### config.mk
export PLATFORM = sky130hd
export DESIGN_NAME = serial_tx_scheduler
export DESIGN_NICKNAME = d
export VERILOG_FILES = /design/src/rtl/serial_tx_pkg.sv /design/src/rtl/rr_arbiter.sv /design/src/rtl/serial_tx_scheduler.sv
export SDC_FILE = /design/constraint.sdc
export NUM_CORES = 1
export LEC_CHECK = 0
export BUFFER_PORTS_ARGS = -buffer_cell sky130_fd_sc_hd__buf_2
export CORE_MARGIN = 2
export CORE_UTILIZATION = 52
export CTS_CLUSTER_SIZE = 40
export DETAILED_ROUTE_END_ITERATION = 6
export GPL_ROUTABILITY_DRIVEN = 0
export HOLD_SLACK_MARGIN = 0.05
export PLACE_DENSITY_LB_ADDON = 0.15
export SETUP_SLACK_MARGIN = 0.5
export SYNTH_ARGS = -nofsm -noshare
export SYNTH_HDL_FRONTEND = slang
export SYNTH_HIERARCHICAL = 1
export SYNTH_SLANG_ARGS = --single-unit
### constraint.sdc
create_clock -name clk -period 6.3 [get_ports clk]
set_input_delay 0.63 -clock clk [delete_from_list [all_inputs] [get_ports clk]]
set_output_delay 0.63 -clock clk [all_outputs]
set_load 0.1 [all_outputs]
### src/rtl/serial_tx_pkg.sv
// rtl/serial_tx_pkg.sv - shared types and constants for the serial TX scheduler
// Contents: tx_state_t frame-sequencer states, DATA_BITS, CNT_W, START_LEVEL, STOP_LEVEL.
package serial_tx_pkg;

  typedef enum logic [2:0] {
    IDLE   = 3'd0,
    START  = 3'd1,
    DATA   = 3'd2,
    PARITY = 3'd3,
    STOP   = 3'd4
  } tx_state_t;

  localparam int DATA_BITS = 8;
  localparam int CNT_W = $clog2(DATA_BITS);

  localparam logic START_LEVEL = 1'b0;
  localparam logic STOP_LEVEL  = 1'b1;

endpackage

### src/rtl/rr_arbiter.sv
// rtl/rr_arbiter.sv - combinational round-robin arbiter
// Ports: req[N] requests in; last[GW] previous winner in; en in;
//        grant[N] one-hot winner out; grant_idx[GW] winner index out.
module rr_arbiter #(
  parameter int N  = 4,
  parameter int GW = $clog2(N)
) (
  input  logic [N-1:0]  req,
  input  logic [GW-1:0] last,
  input  logic          en,
  output logic [N-1:0]  grant,
  output logic [GW-1:0] grant_idx
);

  logic [GW-1:0] idx;
  logic          found;

  // Search upward starting just after the previous winner, wrapping modulo N;
  // the previous winner itself is visited last.
  always_comb begin
    grant     = '0;
    grant_idx = '0;
    idx       = '0;
    found     = 1'b0;
    for (int i = 1; i <= N; i++) begin
      idx = GW'((int'(last) + i) % N);
      if (en && !found && req[idx]) begin
        grant[idx] = 1'b1;
        grant_idx  = idx;
        found      = 1'b1;
      end
    end
  end

endmodule

### src/rtl/serial_tx_scheduler.sv
// rtl/serial_tx_scheduler.sv - round-robin sharing of one serial TX line among N_REQ byte requesters
// Ports: clk, reset (sync, active-high); req_valid[N_REQ], req_data[8*N_REQ] in;
//        req_ready[N_REQ] one-hot accept out; tx serial line out (idle high);
//        busy out; grant_id[GW] index of most recently accepted requester out.
// Frame: start 0, 8 data bits LSB first, odd parity, stop 1.
module serial_tx_scheduler
  import serial_tx_pkg::*;
#(
  parameter int N_REQ = 4,
  parameter int GW    = $clog2(N_REQ)
) (
  input  logic                 clk,
  input  logic                 reset,
  input  logic [N_REQ-1:0]     req_valid,
  input  logic [8*N_REQ-1:0]   req_data,
  output logic [N_REQ-1:0]     req_ready,
  output logic                 tx,
  output logic                 busy,
  output logic [GW-1:0]        grant_id
);

  localparam logic [CNT_W-1:0] LAST_BIT   = CNT_W'(DATA_BITS - 1);
  localparam logic [GW-1:0]    LAST_RESET = GW'(N_REQ - 1);

  tx_state_t              state_q, state_d;
  logic [DATA_BITS-1:0]   shreg_q, shreg_d;
  logic                   par_q, par_d;
  logic [CNT_W-1:0]       bitcnt_q, bitcnt_d;
  logic [GW-1:0]          last_q, last_d;
  logic [GW-1:0]          gid_q, gid_d;
  logic                   tx_q, tx_d;

  logic                   grant_win;
  logic                   arb_en;
  logic [N_REQ-1:0]       grant;
  logic [GW-1:0]          grant_idx;
  logic                   any_grant;
  logic [DATA_BITS-1:0]   sel_byte;

  // IDLE and STOP are both grant windows so frames can run back-to-back.
  assign grant_win = (state_q == IDLE) || (state_q == STOP);
  assign arb_en    = grant_win && !reset;

  rr_arbiter #(
    .N  (N_REQ),
    .GW (GW)
  ) u_arb (
    .req       (req_valid),
    .last      (last_q),
    .en        (arb_en),
    .grant     (grant),
    .grant_idx (grant_idx)
  );

  assign req_ready = grant;
  assign any_grant = |grant;
  assign tx        = tx_q;
  assign busy      = (state_q != IDLE);
  assign grant_id  = gid_q;

  always_comb begin
    sel_byte = '0;
    for (int i = 0; i < N_REQ; i++) begin
      if (grant[i]) sel_byte = req_data[8*i +: 8];
    end
  end

  // tx is registered: tx_d is the line level belonging to the state being
  // entered, so the line always matches the registered state.
  always_comb begin
    state_d  = state_q;
    shreg_d  = shreg_q;
    par_d    = par_q;
    bitcnt_d = bitcnt_q;
    last_d   = last_q;
    gid_d    = gid_q;
    tx_d     = tx_q;
    case (state_q)
      IDLE, STOP: begin
        if (any_grant) begin
          state_d = START;
          shreg_d = sel_byte;
          par_d   = ~^sel_byte;
          last_d  = grant_idx;
          gid_d   = grant_idx;
          tx_d    = START_LEVEL;
        end else begin
          state_d = IDLE;
          tx_d    = STOP_LEVEL;
        end
      end
      START: begin
        state_d  = DATA;
        tx_d     = shreg_q[0];
        shreg_d  = shreg_q >> 1;
        bitcnt_d = '0;
      end
      DATA: begin
        if (bitcnt_q == LAST_BIT) begin
          state_d = PARITY;
          tx_d    = par_q;
        end else begin
          tx_d     = shreg_q[0];
          shreg_d  = shreg_q >> 1;
          bitcnt_d = bitcnt_q + 1'b1;
        end
      end
      PARITY: begin
        state_d = STOP;
        tx_d    = STOP_LEVEL;
      end
      default: begin
        state_d = IDLE;
        tx_d    = STOP_LEVEL;
      end
    endcase
  end

  always_ff @(posedge clk) begin
    if (reset) begin
      state_q  <= IDLE;
      shreg_q  <= '0;
      par_q    <= 1'b0;
      bitcnt_q <= '0;
      last_q   <= LAST_RESET;
      gid_q    <= '0;
      tx_q     <= STOP_LEVEL;
    end else begin
      state_q  <= state_d;
      shreg_q  <= shreg_d;
      par_q    <= par_d;
      bitcnt_q <= bitcnt_d;
      last_q   <= last_d;
      gid_q    <= gid_d;
      tx_q     <= tx_d;
    end
  end

endmodule

* Yosys cells after proc, flatten, opt, wreduce, memory -nomap -nowiden
Cells that the tools add are included.
** Cells by class
- Add/subtract/negate cells :: 5
- Reductions and logical operators :: 27
- Order comparisons :: 8
- Mux-type cells :: 42
- Bitwise operators :: 3
- Equal/unequal tests :: 8
** Operators by type and width (count)
- $mux 8 :: 6
- $pmux 8 s3 :: 1
- $mux 4 :: 4
- $mux 1 :: 14
- $logic_and 1x1->1 :: 12
- $lt 2x3->1 const B :: 4
- $or 4x4->4 :: 3
- $pmux 3 s4 :: 1
- $bmux 1 s2 :: 4
- $demux 1 s2 :: 4
- $ge 2x1->1 const B :: 4
- $mux 2 :: 4
- $reduce_xnor 8->1 :: 1
- $eq 3x2->1 const B :: 2
- $eq 3x3->1 const B :: 2
- $mux 3 :: 2
- $ne 2x2->1 const B :: 3
- $pmux 3 s2 :: 1
- $reduce_bool 3->1 :: 2
- $add 2x1->2 const B :: 2
- $add 2x2->2 const B :: 2
- $logic_not 1->1 :: 4
- $reduce_and 2->1 :: 2
- $reduce_or 4->1 :: 1
- other kinds (8) :: 8
** Word-level totals
- Flip-flop bits (word level) :: 20
- Logic and storage cells :: 100
- Output and inout port bits :: 8
- Input bits :: 38

* Longest topological paths before layout
Gate-level depths: netlist of the first run.
- Word-level depth :: 23
- Gate-level depth with buffers :: 18
- Mapped depth without buffers :: 14

* Hierarchy
Netlist of the first run, hierarchy kept.
** By module, submodules not included
- serial_tx_scheduler :: instances 1, sequential area each 400.4 um^2, area an instance 1241.2 um^2, cells an instance 152
- rr_arbiter :: instances 1, sequential area each 0.0 um^2, area an instance 486.7 um^2, cells an instance 54

* Worst setup path before layout of the first run
OpenSTA, ideal clock, no wires.
- Path kind :: flip-flop to flip-flop
- Start :: register last_q[0]
- End :: register par_q
- Stages on the path, launching flop included :: 18
- Buffers on the path :: 3
- Setup slack :: 1998 ps
- Arrival :: 4223 ps
- Required time :: 6221 ps
- Clock period less this slack :: 4302 ps
- Library setup time :: 79 ps
- Path through :: dfxtp_1 buf_6 inv_1 ha_1 clkbuf_1 mux4_2 nor2_2 and3_2 a22oi_1 nand2_1 nor2b_4 buf_6 nand3_1 a31o_2 o211ai_1 xnor2_1 xnor2_1 a211oi_2
** On the way
- Longest elaborated chain between the ends :: 22
- Elaborated cells on any way between the ends :: 59
- Those cells by class :: add/sub (4); order compare (8); mux (27); bitwise (3); reduce/logical (17)
** RTL lines
- start, declared :: line serial_tx_scheduler.sv:29 : logic [GW-1:0] last_q, last_d;
- start signal, assigned :: line serial_tx_scheduler.sv:133 : last_q <= last_d;
- branches (longest 16 deep; another with $lt 2x3->1)
- $mux 4 (*) :: line rr_arbiter.sv:27 : if (en && !found && req[idx]) begin
- via req_ready[0] :: line serial_tx_scheduler.sv:16 : output logic [N_REQ-1:0] req_ready,
- $mux 8 (4 in a row) :: line serial_tx_scheduler.sv:64 : if (grant[i]) sel_byte = req_data[8*i +: 8];
- $reduce_xnor 8->1 :: line serial_tx_scheduler.sv:83 : par_d = ~^sel_byte;
- end signal, assigned :: line serial_tx_scheduler.sv:131 : par_q <= par_d;
- end, declared :: line serial_tx_scheduler.sv:27 : logic par_q, par_d;
Mark *: on every way through the listed nets, which the timed path passes. The select of a mux whose other input is x is not followed.
A chain may end at the register's enable or synchronous reset.

* Final worst setup path of the first run
- Start :: register last_q[0]
- End :: output port req_ready[1]
** On the way
- Longest elaborated chain between the ends :: 17
- Elaborated cells on any way between the ends :: 52
- Those cells by class :: add/sub (4); order compare (8); mux (23); bitwise (3); reduce/logical (14)
** RTL lines (line)
- branches (longest 16 deep; another with $lt 2x3->1)
- $mux 4 (*) :: rr_arbiter.sv:27
- end, declared :: serial_tx_scheduler.sv:16
Mark *: on every way between the ends. The select of a mux whose other input is x is not followed.

==> results of run 1 <==
==> final cells by class <==
type | instances | area, um^2 | area share
inverters | 3 | 11.26 | 0.005792
flip-flops and latches | 20 | 400.4 | 0.2059
well taps | 44 | 55.05 | 0.02831
clock buffers | 3 | 22.52 | 0.01158
repair buffers | 45 | 225.2 | 0.1158
multi-input cells | 171 | 1230 | 0.6326
==> power by group <==
group | total (W) | internal [W] | switching, W
clock network | 0.0000574 | 0.0000223 | 0.0000352
logic | 0.000855 | 0.000307 | 0.000548
registers | 0.000205 | 0.000165 | 0.0000406
total | 0.00112 | 0.000494 | 0.000624
==> worst max-delay path, cell delays in order (launching register included) <==
cell and delay, ns:
dfxtp_1 0.71, inv_1 0.20, ha_1 0.46, mux4_2 0.45, nor2_2 0.21, and3_2 0.24
a22oi_1 0.09, nand2_1 0.52, buf_2 0.54
==> per-layer routing <==
layer,vias up,part of all wire,track usage
met5,-,0,0
met4,0,0.0075,0.05775
met3,4,0.050,0.006303
met2,63,0.44,0.3323
met1,774,0.51,0.3308
li1,879,-,-
==> layout by cell type (no fill, tap or decap), types with 4 or more instances in the layout <==
cell | Yosys | routed
a211oi_1 | 12 | 12
a21oi_1 | 16 | 16
a22o_1 | 4 | 4
a22oi_1 | 8 | 8
buf_2 | 2 | 45
dfxtp_1 | 20 | 20
ha_1 | 10 | 10
nand2_1 | 20 | 20
nand2b_1 | 5 | 5
nand3_1 | 7 | 7
nor2_1 | 14 | 14
nor3_1 | 10 | 10
o21ai_0 | 5 | 5
o22ai_1 | 7 | 7
==> logic make-up after synthesis <==
| group | Yosys count | share of synthesized area |
|---|---|---|
| AND/OR/NAND/NOR | 78 | 0.2484 |
| AO/OA/AOI/OAI | 74 | 0.3099 |
| XOR/XNOR | 4 | 0.02028 |
| flip-flops | 20 | 0.2317 |
| multiplexers | 5 | 0.06083 |
| buffers and inverters | 15 | 0.05647 |
| adder cells (fa/ha/maj) | 10 | 0.07241 |
==> synth_stat cells (2+ instances only) <==
| cell | number |
|---|---|
| nor2b_4 | 3 |
| nand4b_1 | 2 |
| nor2_1 | 14 |
| ha_1 | 10 |
| clkbuf_1 | 4 |
| a221oi_1 | 3 |
| mux4_2 | 3 |
| nand3_1 | 7 |
| and3_1 | 3 |
| xnor2_1 | 3 |
| buf_6 | 5 |
| o22ai_1 | 7 |
| buf_2 | 2 |
| o21ai_0 | 5 |
| a311oi_1 | 2 |
| nand2_1 | 20 |
| a22o_1 | 4 |
| a211oi_1 | 12 |
| nor2_2 | 2 |
| dfxtp_1 | 20 |
| a21oi_1 | 16 |
| a21o_1 | 3 |
| inv_1 | 3 |
| nand2b_1 | 5 |
| nor3_1 | 10 |
| a22oi_1 | 8 |
==> final timing paths <==
path	from	endpoint	slack, ns	cells past startpoint
worst min register to register	shreg_q[0]	tx	0.45	2
worst max-delay path	last_q[0]	req_ready[1]	1.94	8
worst max register to register	last_q[0]	shreg_q[5]	1.99	12
worst min-delay path	shreg_q[0]	tx	0.45	2
==> flip-flops by register name, indices dropped and copies added, names as in the netlist <==
name	flops
shreg_q	8
tx	1
last_q	2
grant_id	2
bitcnt_q	3
state_q	3
par_q	1
==> stage by stage <==
stage	total power [W]	std cells
after floorplan	0.0009476	206
after global placement	0.001049	283
after detailed placement	0.001054	283
after CTS	0.001114	286
after global routing	0.001229	286
final	0.001118	286
==> flow_summary.json, run 1 <==
{
  "outcome": "finished, final reports clean",
  "hold_slack_ns": 0.4467,
  "die-area_mm2": 0.003800,
  "viasPerCell": 6.014,
  "totalWireLength_mm": 3.880,
  "synth_nets": 254,
  "num_vias": 1720,
  "synthDominantCellAreaShare": 0.2317,
  "ys_warn_count": 6,
  "drive_above_1_share": 0.2686,
  "h-tree-depth": 1,
  "leakage_nw": 0.8182,
  "drt-initial-drc-count": 114,
  "relSlewSlack": 0.4879,
  "portBuffers": 45,
  "dr.pass1.iters": 4,
  "crit_required_ns": 5.67,
  "netlist_area_mm2": 0.001728,
  "hold_buffers": 0,
  "async_reset_ff_frac": 0,
  "placed_cell_area_mm2": 0.001922,
  "cts_resized": 0,
  "peakVddDrop_uv": 321.6,
  "fmaxAchievable_mhz": 229.3,
  "synth.avg_cell_area_um2": 8.388,
  "final_util": 0.6266,
  "dp_hpwl_mm": 2.981,
  "synth.ff_latch_count": 20,
  "worst_pin_slew_ns": 0.7623,
  "ys_seq_area_frac": 0.2317,
  "setup_tns_ns": 0,
  "worst_ep_arrival_time_ns": 3.73,
  "ios": 46,
  "period_minus_slack_ns": 4.360,
  "finClkSkew_ns": 0.004957,
  "start_util": 0.5569,
  "die_x_um": 61.65,
  "pre_cts_slack_ns": 2.052,
  "start_kind": "flop",
  "wl_per_cell_um": 13.57,
  "finalSetupViolations": 0,
  "cts_buffers": 3,
  "powerDensity_mw_per_mm2": 575.1,
  "area_growth_pct": 12.53,
  "maxSlewViolCount": 0,
  "grt_max_degree": 22,
  "clk_pin_slew_ns": 0.10,
  "clk_path_buf_depth": 2,
  "critPathCaptureType": "output pin",
  "cts_tree": "built",
  "yosys-top-cells-area": "dfxtp_1 23%, ha_1 7.2%, a211oi_1 5.2%, a21oi_1 4.6%, nand2_1 4.3%",
  "grt_use_total": 0.2163,
  "coreArea_mm2": 0.003103,
  "detail-route-antenna-nets": 0,
  "hold_class": "flop to flop",
  "crit_fanout": 20,
  "stdcell_area_mm2": 0.001944,
  "overflow": 0,
  "fillers": 309,
  "drc_errors": 0,
  "worst-setup-path-type": "flop to output pin",
  "synth_edf_count": 0,
  "rsz0062_at_grt": "no",
  "num_antenna_cells": 0,
  "rows": 20,
  "worst_slack_ns": 1.940,
  "grt_pass1_vias": 1471,
  "post-cts-setup-buffer-count": 0,
  "synth.distinct_cells": 56,
  "cts.sinks": 20,
  "insertion_delay_ns": 0.29,
  "grt_pass1_wl_mm": 6.389,
  "yosys.area.top_type": "dfxtp_1",
  "die_h_um": 61.65,
  "antenna_found_initial": 0,
  "finalHoldViolCount": 0,
  "postSynthCellCount": 206,
  "maxCapViolCount": 0,
  "cts_root_buf": "clkbuf_4",
  "fin_crit_sh": 0.6921,
  "ys.flop_type": "dfxtp_1",
  "final_nets": 292
}
Note: power is estimated with default switching activity, not from simulation.
==> run 2: changes to the inputs <==
Settings changed: ABC_AREA from default to 1.
Clock period 6.3 ns to 4.05 ns, I/O delays scaled along.
==> run 2 against run 1 <==
Sequential share of layout area fell by 2.7 points. Register-to-register slack got worse by 1.1 ns. Sequential power rose by 47%. Non-clock buffer count did not move. Via count rose by 23%. Critical path type is now flop to flop. Largest cell class unchanged. Largest power group unchanged.
==> flow_summary.json, run 2 <==
{
  "detail-route-antenna-nets": 0,
  "use_met2": 0.4528,
  "drt-initial-drc-count": 104,
  "drive_above_1_share": 0.2493,
  "num_vias": 2120,
  "worst_pin_slew_ns": 0.4853,
  "hold_buffers": 0,
  "finalHoldViolCount": 0,
  "synth_edf_count": 0,
  "final_cell_mix": "107 x nand2_1, 45 x buf_2, 42 x nand3_1",
  "netlist_area_mm2": 0.001947,
  "critPathCaptureType": "flop",
  "num_antenna_cells": 0,
  "fillers": 386,
  "yosys.area.top_type": "nand2_1",
  "use_met3": 0.03767,
  "grtUsageMet1": 0.2513,
  "ys_seq_area_frac": 0.2057,
  "peakVddDrop_uv": 325.8,
  "post-cts-setup-buffer-count": 0,
  "synthDominantCellAreaShare": 0.2063,
  "wl_per_cell_um": 11.00,
  "grt_use_total": 0.2245,
  "coreArea_mm2": 0.003633,
  "crit_required_ns": 4.19,
  "grt_pass1_vias": 1958,
  "totalWireLength_mm": 4.542,
  "insertion_delay_ns": 0.25,
  "cts_buffers": 3,
  "finalSetupViolations": 0,
  "dp_hpwl_mm": 3.601,
  "synth.avg_cell_area_um2": 6.009,
  "largest_register_ffs": 8,
  "maxCapViolCount": 0,
  "ys.flop_type": "dfxtp_1",
  "ys_warn_count": 6,
  "cts.sinks": 20,
  "final_nets": 414,
  "grt-busiest-layer": "met2",
  "synthTopCellsByCount": "107 x nand2_1, 46 x nand3_1, 26 x inv_1, 23 x a21oi_1, 20 x dfxtp_1",
  "area_growth_pct": 15.36,
  "die-area_mm2": 0.004250,
  "h-tree-depth": 1,
  "layout.cells.non_filler": 413,
  "finClkSkew_ns": 0.001975,
  "synth.most_common_cell": "nand2_1",
  "setup_tns_ns": 0,
  "start_util": 0.5358,
  "multi_input_area_mm2": 0.001326,
  "crit_fanout": 13,
  "rows": 22,
  "maxSlewViolCount": 0,
  "portBuffers": 45,
  "yosys-top-cells-area": "nand2_1 21%, dfxtp_1 21%, nand3_1 12%, ha_1 6.4%, a21oi_1 5.9%",
  "drc_errors": 0,
  "ios": 46,
  "top_register": "shreg_q",
  "r2r_cells": 17,
  "start_kind": "flop",
  "clk_pin_slew_ns": 0.07,
  "leakage_nw": 1.246,
  "die_x_um": 65.19,
  "hold_class": "flop to flop",
  "dr.pass1.iters": 4,
  "synth_nets": 372,
  "cts_tree": "built",
  "overflow": 0,
  "synth.distinct_cells": 32,
  "fin_crit_sh": 0.7856,
  "cts_root_buf": "clkbuf_8",
  "grt_max_degree": 15,
  "grt_pass1_wl_mm": 7.803,
  "relSlewSlack": 0.6787,
  "rsz0062_at_grt": "no",
  "powerDensity_mw_per_mm2": 852.5,
  "period_minus_slack_ns": 3.182,
  "worst_ep_arrival_time_ns": 3.33,
  "die_h_um": 65.19,
  "seq_area_um2": 402.9,
  "postSynthCellCount": 324,
  "fmaxAchievable_mhz": 314.3,
  "holdPathStages": 2,
  "viasPerCell": 5.133,
  "place_inst": 409,
  "async_reset_ff_frac": 0,
  "synth.ff_latch_count": 20,
  "final_util": 0.6181,
  "worst-setup-path-type": "flop to flop",
  "reg.largest.list": "shreg_q (8), bitcnt_q (3), state_q (3)",
  "outcome": "finished, final reports clean",
  "antenna_found_initial": 0,
  "final_common_cell": "nand2_1",
  "clk_path_buf_depth": 2
}
-- run 2: cell count changes in the layout (fill, tap and decap cells not counted), moves of 9 or more --
cell	before	now
a211oi_1	12	0
nor3_1	10	0
nand2_1	20	107
nand2_2	0	9
inv_2	0	12
inv_1	3	26
nand3_1	7	42
-- run 2: layout make-up --
type,count,area share
Inverter,45,0.07855
Clock buffer,4,0.02451
Timing Repair Buffer,45,0.1003
Multi-Input combinational cell,251,0.5905
Sequential cell,20,0.1794
Tap cell,48,0.02674
-- run 2: worst paths after layout --
path                    start          end  slack (ns)
hold reg to reg   grant_id[0]  grant_id[0]        0.47
setup reg to reg    last_q[1]   shreg_q[3]        0.87
setup / recovery    last_q[1]   shreg_q[3]        0.87
hold / removal    grant_id[0]  grant_id[0]        0.47
-- run 2: per-stage QoR --
stage	setup WS (ns)	cell area, um^2	power, W	hold slack [ns]
after global routing	0.5712	2246	0.002120	0.4890
final	0.8683	2246	0.001915	0.4709
after CTS	0.7229	2236	0.001917	0.4704
after detailed placement	0.7227	2181	0.001767	0.4601
after floorplan	0.7423	1967	0.001566	0.4386
after global placement	0.8094	2181	0.001747	0.4591
-- run 2: timing repair --
| item | 4_1_cts | 5_1_grt |
|---|---|---|
| hold endpoints to repair | 0 | 0 |
| setup endpoints to repair | 0 | 10 |
| resized for setup | 0 | 3 |
-- run 2: logic make-up (layout without fill, tap and decap cells) --
group,Yosys count,after routing,share of synthesized area
AO/OA/AOI/OAI,41,41,0.1311
adder cells (fa/ha/maj),10,10,0.06427
buffers and inverters,53,94,0.1272
flip-flops,20,20,0.2057
AND/OR/NAND/NOR,200,200,0.4717
-- run 2: power breakdown --
| group | switching (W) | total [W] | internal [W] |
|---|---|---|---|
| sequential | 0.0000447 | 0.000301 | 0.000256 |
| clock | 0.0000607 | 0.000147 | 0.0000864 |
| combinational | 0.00103 | 0.00147 | 0.000437 |
| total | 0.00114 | 0.00191 | 0.000779 |
-- run 2: routing by layer --
metal | wire, um | part of all wire | vias up
met3 | 144 | 0.032 | 4
met5 | 0 | 0 | -
li1 | - | - | 1130
met4 | 31 | 0.0068 | 0
met2 | 2369 | 0.52 | 39
met1 | 1996 | 0.44 | 947
-- run 2: worst max-delay path: stages, from the launching register on --
cell and delay (ns):
dfxtp_2 0.42, inv_1 0.18, ha_1 0.38, inv_1 0.10
nand3_2 0.10, nand2_4 0.08, nor2_2 0.24, nand2_1 0.11
nand2_1 0.08, clkinv_1 0.08, nand3_2 0.23, nor2_4 0.12
a31oi_4 0.25, inv_4 0.09, a21oi_4 0.25, inv_2 0.12
a21oi_1 0.14, a21oi_1 0.08
==> run 3: changes to the inputs <==
Settings changed: CORE_UTILIZATION 52 to 49.
Clock period 4.05 ns to 2.7 ns, I/O delays scaled along.
==> run 3 against run 2 <==
Critical path depth rose by 5. Non-clock buffer count rose by 37. Power rose by 100%. Die area rose by 5.7%. Utilization rose by 15 points. Via count rose by 10%. Clock-buffer cell count did not move. Final area rose by 29%. Flip-flop and latch count did not move. Final cell count rose by 9.2%. Setup slack got worse by 0.77 ns. Sequential share of layout area fell by 3.8 points.
==> flow_summary.json, run 3 (same netlist as run 2, synthesis figures left out) <==
{
  "outcome": "finished, final reports clean",
  "crit_fanout": 6,
  "path_cells": "inv_6 -> ha_4 -> nand3_2 -> nand2_4 -> nand2_4 -> nor2_4 -> buf_6 -> nand3_4 -> nand3_4 -> buf_12 -> nand3_1 -> nand2_1 -> inv_1 -> nand2_1 -> nand2_1 -> nand2_1 -> nor2_1 -> nor2_1 -> nand2_1 -> nand3_1 -> nand2_1 -> inv_1",
  "leakage_nw": 1.484,
  "slowest_stage": "dfxtp_4",
  "overflow": 0,
  "cts_tree": "built",
  "antenna_found_initial": 0,
  "powerDensity_mw_per_mm2": 1341,
  "detail-route-antenna-nets": 0,
  "switchingPower_w": 0.002105,
  "rsz0062_at_grt": "yes",
  "hold_buffers": 0,
  "use_met2": 0.5087,
  "internal-power_w": 0.001773,
  "die-area_mm2": 0.004494,
  "largest_register_ffs": 8,
  "power.share.clock": 0.052,
  "setup_tns_ns": 0,
  "top_register": "shreg_q",
  "crit_required_ns": 2.91,
  "coreArea_mm2": 0.003744,
  "start_util": 0.5201,
  "slowest_delay_ns": 0.37,
  "cts.sinks": 20,
  "fin_crit_sh": 0.9621,
  "use_met3": 0.04392,
  "reg2reg_from": "last_q[1]",
  "finalHoldViolCount": 0,
  "portBuffers": 45,
  "grt_pass1_wl_mm": 9.121,
  "finalSetupViolations": 0,
  "peakVddDrop_uv": 691.9,
  "grt_max_degree": 15,
  "wl_per_cell_um": 12.86,
  "h-tree-depth": 1,
  "clk_path_buf_depth": 2,
  "place_inst": 422,
  "area_growth_pct": 48.52,
  "combPwrFrac": 0.835,
  "maxSlewViolCount": 0,
  "final_cell_mix": "98 x nand2_1, 41 x buf_2, 30 x nand3_1",
  "drc_errors": 0,
  "die_h_um": 67.04,
  "dp_hpwl_mm": 3.894,
  "insertion_delay_ns": 0.26,
  "worst-setup-path-type": "flop to flop",
  "swShare": 0.5429,
  "final_nets": 452,
  "drive_above_1_share": 0.4020,
  "period_minus_slack_ns": 2.598,
  "start_kind": "flop",
  "ios": 46,
  "min_from": "reset",
  "grt_use_total": 0.2622,
  "stdcell_area_mm2": 0.002892,
  "dr.pass1.iters": 5,
  "grtUsageMet1": 0.2989,
  "grt_pass1_vias": 2141,
  "num_vias": 2342,
  "maxCapViolCount": 0,
  "fmaxAchievable_mhz": 385.0,
  "cpMostUsedCell": "nand2_1",
  "cts_buffers": 3,
  "relSlewSlack": 0.6782,
  "die_x_um": 67.04,
  "grt-busiest-layer": "met2",
  "totalWireLength_mm": 5.800,
  "reg.largest.list": "shreg_q (8), bitcnt_q (3), state_q (3)",
  "worst_pin_slew_ns": 0.4861,
  "final_common_cell": "nand2_1",
  "worst_ep_arrival_time_ns": 2.81,
  "drt-initial-drc-count": 164,
  "cts_root_buf": "clkbuf_8",
  "seqPwrFrac": 0.113,
  "clk_pin_slew_ns": 0.07,
  "finClkSkew_ns": 0.003026,
  "placed_cell_area_mm2": 0.002440,
  "viasPerCell": 5.193,
  "critPathCaptureType": "flop",
  "hold_class": "primary input to flop",
  "rows": 22,
  "layout.cells.non_filler": 451,
  "num_antenna_cells": 0,
  "crit_start": "last_q[1]"
}
==> run 3: cell count changes in the layout (fill, tap and decap cells not counted), moves of 3 or more <==
cell	change
nand3_4	+10
nor2_1	-3
nand2_1	-9
buf_6	+10
nand2_2	+8
nor2_2	+3
a21oi_1	-5
inv_4	+3
buf_4	+24
a21oi_2	+5
nand3_1	-12
buf_2	-4
buf_12	+6
==> run 3: final timing paths <==
kind / slack, ns / end / cells after the start
setup reg to reg: 0.10 / par_q / 22
hold / removal: 0.39 / grant_id[1] / 3
setup / recovery: 0.10 / par_q / 22
hold reg to reg: 0.47 / shreg_q[0] / 2
==> run 3: layout make-up <==
class                      count  area [um^2]
multi-input combinational    252         1541
clock buffer                   4        45.04
fill                         290        852.1
tap                           48        60.06
timing repair buffer          82        643.1
inverter                      45        193.9
sequential                    20        407.9
==> run 3: repair_timing <==
| action | CTS | global route |
|---|---|---|
| setup buffers | 17 | 6 |
| resized for setup | 25 | 28 |
| pin swaps | 14 | 16 |
| gates cloned | 1 | 1 |
| endpoints found under the setup margin | 18 | 19 |
==> run 3: power by group through the flow <==
stage	Combinational [W]	Sequential, W	Clock (W)
4_1_cts	0.00290	0.000439	0.000208
5_1_grt	0.00355	0.000449	0.000218
3_5_place_dp	0.00255	0.000443	0
2_1_floorplan	0.00194	0.000536	0
3_3_place_gp	0.00250	0.000442	0
6_report	0.00324	0.000440	0.000202
==> run 3: critical path, delay by kind of cell (launching register included) <==
kind,cells,cell delay (ns)
AND/OR/NAND/NOR,16,1.47
buffers and inverters,5,0.42
flip-flops,1,0.37
adder cells (fa/ha/maj),1,0.29
==> run 3: per-stage QoR <==
stage               worst slack (ns)  power [W]  hold slack [ns]  utilization
floorplan                   -0.08034   0.002472           0.3480            -
global placement              0.1471   0.002939           0.4618       0.6517
detailed placement           0.06718   0.002991           0.4574       0.6517
CTS                           0.1979   0.003550           0.3933       0.7249
global route                 -0.1050   0.004214           0.4028       0.7724
finish                        0.1024   0.003878           0.3907       0.7724
==> run 3: layer usage <==
layer	up-vias	wire length [um]	share of wire
li1	1206	-	-
met1	1068	2476	0.43
met2	58	3050	0.53
met3	10	177	0.031
met4	0	95	0.016
met5	-	0	0
